===== src/rtl/counter_array_ctrl.sv =====
// counter_array_ctrl: access controller for a 1W1R saturating-counter SRAM.
// After reset it sweeps INIT_VAL into every entry. It then serves lookups and
// queued saturating updates on the single read port, forwarding the write
// from the previous cycle so that no read returns a stale counter.
module counter_array_ctrl #(
  parameter int IDX_WIDTH = 8,
  parameter int CNT_WIDTH = 3,
  parameter int INIT_VAL  = 3,
  parameter int UPD_DEPTH = 4
) (
  input  logic                 clk,
  input  logic                 rst,
  output logic                 ready,
  input  logic                 lookup_valid,
  output logic                 lookup_ready,
  input  logic [IDX_WIDTH-1:0] lookup_idx,
  output logic                 resp_valid,
  output logic [CNT_WIDTH-1:0] resp_counter,
  output logic                 resp_taken,
  input  logic                 update_valid,
  output logic                 update_ready,
  input  logic [IDX_WIDTH-1:0] update_idx,
  input  logic                 update_taken,
  output logic                 csb0,
  output logic [IDX_WIDTH-1:0] addr0,
  output logic [CNT_WIDTH-1:0] din0,
  output logic                 csb1,
  output logic [IDX_WIDTH-1:0] addr1,
  input  logic [CNT_WIDTH-1:0] dout1
);

  localparam int PTR_W  = $clog2(UPD_DEPTH);
  localparam int CNT_QW = PTR_W + 1;
  localparam logic [CNT_WIDTH-1:0] INIT_CNT = CNT_WIDTH'(INIT_VAL);
  localparam logic [CNT_WIDTH-1:0] CNT_MAX  = {CNT_WIDTH{1'b1}};
  localparam logic [CNT_WIDTH-1:0] CNT_ZERO = {CNT_WIDTH{1'b0}};
  localparam logic [CNT_QW-1:0]    Q_FULL   = CNT_QW'(UPD_DEPTH);
  localparam logic [CNT_QW-1:0]    Q_EMPTY  = {CNT_QW{1'b0}};

  typedef enum logic [0:0] {
    ST_INIT = 1'b0,
    ST_RUN  = 1'b1
  } state_t;

  // Saturating +1 / -1 step of a counter.
  function automatic logic [CNT_WIDTH-1:0] sat_step(input logic [CNT_WIDTH-1:0] c,
                                                    input logic inc);
    logic [CNT_WIDTH-1:0] n;
    if (inc) begin
      if (c == CNT_MAX) n = c;
      else              n = c + CNT_WIDTH'(1);
    end else begin
      if (c == CNT_ZERO) n = c;
      else               n = c - CNT_WIDTH'(1);
    end
    return n;
  endfunction

  state_t               state_r;
  state_t               state_nxt_s;
  logic [IDX_WIDTH-1:0] sweep_r;
  logic                 ready_r;

  logic [IDX_WIDTH-1:0] q_idx_r [UPD_DEPTH];
  logic                 q_tkn_r [UPD_DEPTH];
  logic [PTR_W-1:0]     wr_ptr_r;
  logic [PTR_W-1:0]     rd_ptr_r;
  logic [CNT_QW-1:0]    q_cnt_r;

  logic                 lk_pend_r;
  logic                 upd_pend_r;
  logic                 upd_tkn_r;
  logic [IDX_WIDTH-1:0] rd_idx_r;

  logic                 fwd_valid_r;
  logic [IDX_WIDTH-1:0] fwd_idx_r;
  logic [CNT_WIDTH-1:0] fwd_data_r;
  logic [CNT_WIDTH-1:0] resp_hold_r;

  logic                 run_s;
  logic                 full_s;
  logic                 empty_s;
  logic                 lk_fire_s;
  logic                 upd_issue_s;
  logic                 enq_s;
  logic [CNT_WIDTH-1:0] data_s;
  logic [CNT_WIDTH-1:0] next_cnt_s;

  // State register: reset always returns to the init sweep.
  always_ff @(posedge clk) begin
    if (rst) state_r <= ST_INIT;
    else     state_r <= state_nxt_s;
  end

  // Next state: leave INIT once the last index has been written.
  always_comb begin
    state_nxt_s = state_r;
    case (state_r)
      ST_INIT: begin
        if (&sweep_r) state_nxt_s = ST_RUN;
        else          state_nxt_s = ST_INIT;
      end
      ST_RUN:  state_nxt_s = ST_RUN;
      default: state_nxt_s = ST_INIT;
    endcase
  end

  // Sweep index and ready flag (ready is high from the first RUN cycle).
  always_ff @(posedge clk) begin
    if (rst) begin
      sweep_r <= {IDX_WIDTH{1'b0}};
      ready_r <= 1'b0;
    end else begin
      if (state_r == ST_INIT) sweep_r <= sweep_r + IDX_WIDTH'(1);
      else                    sweep_r <= sweep_r;
      ready_r <= (state_nxt_s == ST_RUN);
    end
  end

  // Outputs: read-port arbitration, forwarding, RMW write and response.
  always_comb begin
    run_s       = (state_r == ST_RUN) && !rst;
    full_s      = (q_cnt_r == Q_FULL);
    empty_s     = (q_cnt_r == Q_EMPTY);
    lk_fire_s   = lookup_valid && run_s && !full_s;
    // A full queue steals the port; otherwise updates only fill idle cycles.
    upd_issue_s = run_s && !empty_s && (full_s || !lookup_valid);
    enq_s       = update_valid && run_s && !full_s;

    ready        = ready_r;
    lookup_ready = run_s && !full_s;
    update_ready = run_s && !full_s;

    csb1 = !(lk_fire_s || upd_issue_s);
    if (lk_fire_s)        addr1 = lookup_idx;
    else if (upd_issue_s) addr1 = q_idx_r[rd_ptr_r];
    else                  addr1 = {IDX_WIDTH{1'b0}};

    // The write driven last cycle is not yet visible on dout1.
    if (fwd_valid_r && (fwd_idx_r == rd_idx_r)) data_s = fwd_data_r;
    else                                        data_s = dout1;
    next_cnt_s = sat_step(data_s, upd_tkn_r);

    if (rst) begin
      csb0  = 1'b1;
      addr0 = {IDX_WIDTH{1'b0}};
      din0  = CNT_ZERO;
    end else if (state_r == ST_INIT) begin
      csb0  = 1'b0;
      addr0 = sweep_r;
      din0  = INIT_CNT;
    end else if (upd_pend_r) begin
      csb0  = 1'b0;
      addr0 = rd_idx_r;
      din0  = next_cnt_s;
    end else begin
      csb0  = 1'b1;
      addr0 = {IDX_WIDTH{1'b0}};
      din0  = CNT_ZERO;
    end

    resp_valid = lk_pend_r && !rst;
    if (lk_pend_r) resp_counter = data_s;
    else           resp_counter = resp_hold_r;
    resp_taken = resp_counter[CNT_WIDTH-1];
  end

  // Update queue storage (contents need no reset; pointers guard them).
  always_ff @(posedge clk) begin
    if (enq_s) begin
      q_idx_r[wr_ptr_r] <= update_idx;
      q_tkn_r[wr_ptr_r] <= update_taken;
    end else begin
      q_idx_r[wr_ptr_r] <= q_idx_r[wr_ptr_r];
      q_tkn_r[wr_ptr_r] <= q_tkn_r[wr_ptr_r];
    end
  end

  // Update queue pointers and occupancy.
  always_ff @(posedge clk) begin
    if (rst) begin
      wr_ptr_r <= {PTR_W{1'b0}};
      rd_ptr_r <= {PTR_W{1'b0}};
      q_cnt_r  <= Q_EMPTY;
    end else begin
      if (enq_s)       wr_ptr_r <= wr_ptr_r + PTR_W'(1);
      if (upd_issue_s) rd_ptr_r <= rd_ptr_r + PTR_W'(1);
      case ({enq_s, upd_issue_s})
        2'b10:   q_cnt_r <= q_cnt_r + CNT_QW'(1);
        2'b01:   q_cnt_r <= q_cnt_r - CNT_QW'(1);
        default: q_cnt_r <= q_cnt_r;
      endcase
    end
  end

  // Read pipeline: remember what was read last cycle and why.
  always_ff @(posedge clk) begin
    if (rst) begin
      lk_pend_r  <= 1'b0;
      upd_pend_r <= 1'b0;
      upd_tkn_r  <= 1'b0;
      rd_idx_r   <= {IDX_WIDTH{1'b0}};
    end else begin
      lk_pend_r  <= lk_fire_s;
      upd_pend_r <= upd_issue_s;
      upd_tkn_r  <= q_tkn_r[rd_ptr_r];
      rd_idx_r   <= addr1;
    end
  end

  // Forward register mirrors the write driven this cycle; response hold.
  always_ff @(posedge clk) begin
    if (rst) begin
      fwd_valid_r <= 1'b0;
      fwd_idx_r   <= {IDX_WIDTH{1'b0}};
      fwd_data_r  <= CNT_ZERO;
      resp_hold_r <= CNT_ZERO;
    end else begin
      fwd_valid_r <= !csb0;
      fwd_idx_r   <= addr0;
      fwd_data_r  <= din0;
      if (lk_pend_r) resp_hold_r <= data_s;
      else           resp_hold_r <= resp_hold_r;
    end
  end

endmodule

===== config.mk =====
export PLATFORM = sky130hd
export DESIGN_NAME = counter_array_ctrl
export DESIGN_NICKNAME = d
export VERILOG_FILES = /design/src/rtl/counter_array_ctrl.sv
export SDC_FILE = /design/constraint.sdc
export NUM_CORES = 1
export LEC_CHECK = 0
export BUFFER_PORTS_ARGS = -buffer_cell sky130_fd_sc_hd__buf_4
export CAP_MARGIN = 20
export CORE_MARGIN = 5
export CORE_UTILIZATION = 50
export CTS_BUF_LIST = sky130_fd_sc_hd__clkbuf_8
export CTS_CLUSTER_DIAMETER = 120
export DETAILED_ROUTE_END_ITERATION = 12
export PLACE_DENSITY_LB_ADDON = 0.2
export SLEW_MARGIN = 30
export SYNTH_ARGS = -nofsm -noshare
export SYNTH_HDL_FRONTEND = slang
export SYNTH_SLANG_ARGS = --single-unit

===== constraint.sdc =====
create_clock -name clk -period 3.1 [get_ports clk]
set_input_delay 0.31 -clock clk [delete_from_list [all_inputs] [get_ports clk]]
set_output_delay 0.31 -clock clk [all_outputs]
set_load 0.02 [all_outputs]

==> results.toml <==
[synth]
synth_fp_nets = 306
synth_top_cell_by_area = "edfxtp_1"
syn_area_per_cell_um2 = 12.28
syn_area_um2 = 3378
yosysMostFrequentCell = "dfxtp_1"
synth_seq_cells = 80
synthTopCellsByCount = "dfxtp_1 (44), nor2_1 (41), edfxtp_1 (36), a22o_1 (16), xnor2_1 (13)"
synth_cells = 275
synthFlopType = "dfxtp_1"
synthArstFlopShare_pct = 0
yosysSeqAreaShare_pct = 58.07
ys_warn_count = 0
synthTopCellsByArea = "edfxtp_1 (32%), dfxtp_1 (26%), mux4_2 (6.0%)"
yosysUniqueCellTypes = 37
netlist.area_leader.share_pct = 32.00
synth-edff-count = 36

[pwr]
power_density_nw_per_um2 = 504.6
ir_drop_v = 0.0003500
power_frac_clock_pct = 40.4
combPwrFrac_pct = 5.0
swShare_pct = 21.13
intPower_mw = 1.610
leakage_nw = 1.545
p_sw_mw = 0.4315
p_seq_share_pct = 54.6

[clock_tree]
cts-htree-levels = 3
clkTransAtPathRegs_ns = 0.08
cts-root-buf = "clkbuf_8"
cts_max_path_buffers = 2
numCtsBuffers = 9
clock_sinks = 80
clk-insertion-delay-late_ns = 0.35
cts_tree = "yes"
cts_setup_buffers = 0

[setup_path]
crit_path_end_kind = "output port"
crit_type = "flip-flop to output port"
required_ns = 2.79
cp_data_arrival_time_ns = 2.53
r2r_start = "ready"
startpoint = "ready"
r2r_cells = 10
critical_path.startpoint_type = "flip-flop"
critPathMaxFanout = 14

[min_path]
min_path_type = "input port to flip-flop"
holdPathStages = 1
min_from = "update_idx[1]"

[sta]
relSlewSlack_pct = 64.81
fin_crit_sh_pct = 91.77
hold_viol_final = 0
finClkSkew_ns = 0.01129
tns_ns = 0
min_period_ns = 2.845
final_max_slew_viol_count = 0
max_freq_ghz = 0.3515
rsz0062_at_grt = "false"
setup_viol = 0
worst_slew_pin_slew_ns = 0.5271

[floorplanning]
chipWidth_um = 92.20
num_rows = 30
core_um2 = 6681
start_util_pct = 50.56
die-height_um = 92.20
ios = 53
die_area_um2 = 8500

[status]
outcome = "complete, no violations"

[place]
place_hpwl_um = 4638
gp_congestion = 0.7820
port_buffers = 52

[global_route]
grt_max_degree = 34
grt_pass1_vias = 2236
antenna_found_initial = 0
grt_pass1_wl_um = 10610
overflow = 0
grt_use_total_pct = 16.22

[detailed_routing]
post_drt_wl_per_cell_um = 15.69
via_count = 2239
viasPerCell = 5.434
drt_iter0_markers = 79
first_pass_iters = 4
drt_wl_total_um = 6464
remaining_drc_errors = 0
drtAntennaViolNets = 0

[cells_and_area]
final_util_pct = 60.56
area_growth_syn_to_layout_pct = 19.78
diodes = 0
drive_gt1_share_pct = 26.51
fillCellCount = 557
nNetsFinal = 358

[flow_run]
max_cap_viol_count = 0
[critical path, cell delays in order, from the launching register on]
cell	delay (ns)
dfxtp_2	0.50
inv_1	0.24
a311oi_2	0.51
and2_1	0.43
buf_4	0.23
a22o_1	0.15
buf_4	0.14
[metal layers]
metal	global-route usage, %	up-vias	routed length (um)
met5	0	-	0
met4	7.426	0	130
met3	5.332	14	349
met2	28.16	60	3321
met1	17.97	1071	2661
li1	-	1094	-
[flip-flops by register name, summed over array words and instances (netlist names), named ones only]
register     count
q_idx_r         32
fwd_idx_r        8
rd_idx_r         8
sweep_r          8
q_tkn_r          4
fwd_data_r       3
q_cnt_r          3
resp_hold_r      3
rd_ptr_r         2
wr_ptr_r         2
fwd_valid_r      1
lk_pend_r        1
ready            1
upd_pend_r       1
upd_tkn_r        1
[final cells by class]
type                    count  area [um2]  share of cell area [%]
clock buffers               9       123.9                   3.061
clock inverters             7       93.84                   2.319
inverters                   9       33.78                  0.8349
multi-input cells         171        1311                   32.41
flip-flops and latches     80        1963                   48.52
well taps                  80       100.1                   2.474
repair buffers             56       420.4                   10.39
[path summary, 6_finish.rpt]
| path | end | slack, ns |
|---|---|---|
| worst max-delay path | addr1[0] | 0.26 |
| worst min-delay path | q_idx_r[2][1] | 0.15 |
| worst max register to register | q_cnt_r[2] | 0.45 |
| worst min register to register | fwd_data_r[2] | 0.51 |
[stage by stage]
| step | total power, mW | hold WS, ns | instances | setup WS (ns) | instance area, um2 |
|---|---|---|---|---|---|
| final | 2.042 | 0.1546 | 412 | 0.2552 | 4046 |
| after global routing | 2.124 | 0.1278 | 412 | 0.03801 | 4046 |
| after CTS | 2.064 | 0.1385 | 412 | 0.02210 | 4045 |
| after detailed placement | 1.241 | 0.5003 | 396 | 0.2406 | 3827 |
| after global placement | 1.240 | 0.5020 | 396 | 0.4360 | 3827 |
| after floorplan | 1.192 | 0.4089 | 275 | 0.4755 | 3378 |
[what timing repair did]
item | 4_1_cts | 5_1_grt
gates resized for setup | 0 | 1
hold endpoints to repair | 0 | 0
endpoints found under the setup margin | 0 | 10
hold buffers | 0 | 0
[placed cells by master (no fill, tap or decap), types with 2 or more instances in the layout]
| cell | count |
|---|---|
| clkbuf_8 | 9 |
| bufinv_16 | 2 |
| a22o_1 | 16 |
| nor2_1 | 41 |
| inv_6 | 2 |
| a221oi_1 | 2 |
| edfxtp_1 | 36 |
| o211ai_1 | 2 |
| o311a_1 | 2 |
| a22oi_1 | 5 |
| o21ai_0 | 4 |
| inv_1 | 10 |
| mux2i_1 | 5 |
| and3_1 | 4 |
| mux2_2 | 3 |
| dfxtp_1 | 43 |
| xor2_1 | 9 |
| a21oi_1 | 12 |
| mux4_2 | 9 |
| nand2_1 | 10 |
| nor2b_1 | 7 |
| buf_4 | 56 |
| ha_1 | 6 |
| nand3_1 | 8 |
| and2_1 | 2 |
| xnor2_1 | 13 |
[cell families after synthesis]
group                      count (synthesis)  synth area share (%)
DFF                                       80                 58.07
buffers and inverters                     24                 3.111
xor gates and xnor gates                  22                 5.704
and+or+nand+nor                           77                 10.48
muxes                                     19                 9.704
adders and majority gates                  7                 2.815
AOI/OAI and AO/OA                         46                 10.11
[power by group through the flow]
| stage | sequential [mW] | clock (mW) | combinational (mW) |
|---|---|---|---|
| CTS | 1.11 | 0.847 | 0.102 |
| floorplan | 1.14 | 0 | 0.0554 |
| detailed placement | 1.14 | 0 | 0.102 |
| global placement | 1.14 | 0 | 0.101 |
| finish | 1.11 | 0.825 | 0.102 |
| global route | 1.12 | 0.896 | 0.111 |
No activity file was read; power rests on OpenSTA's default activity.
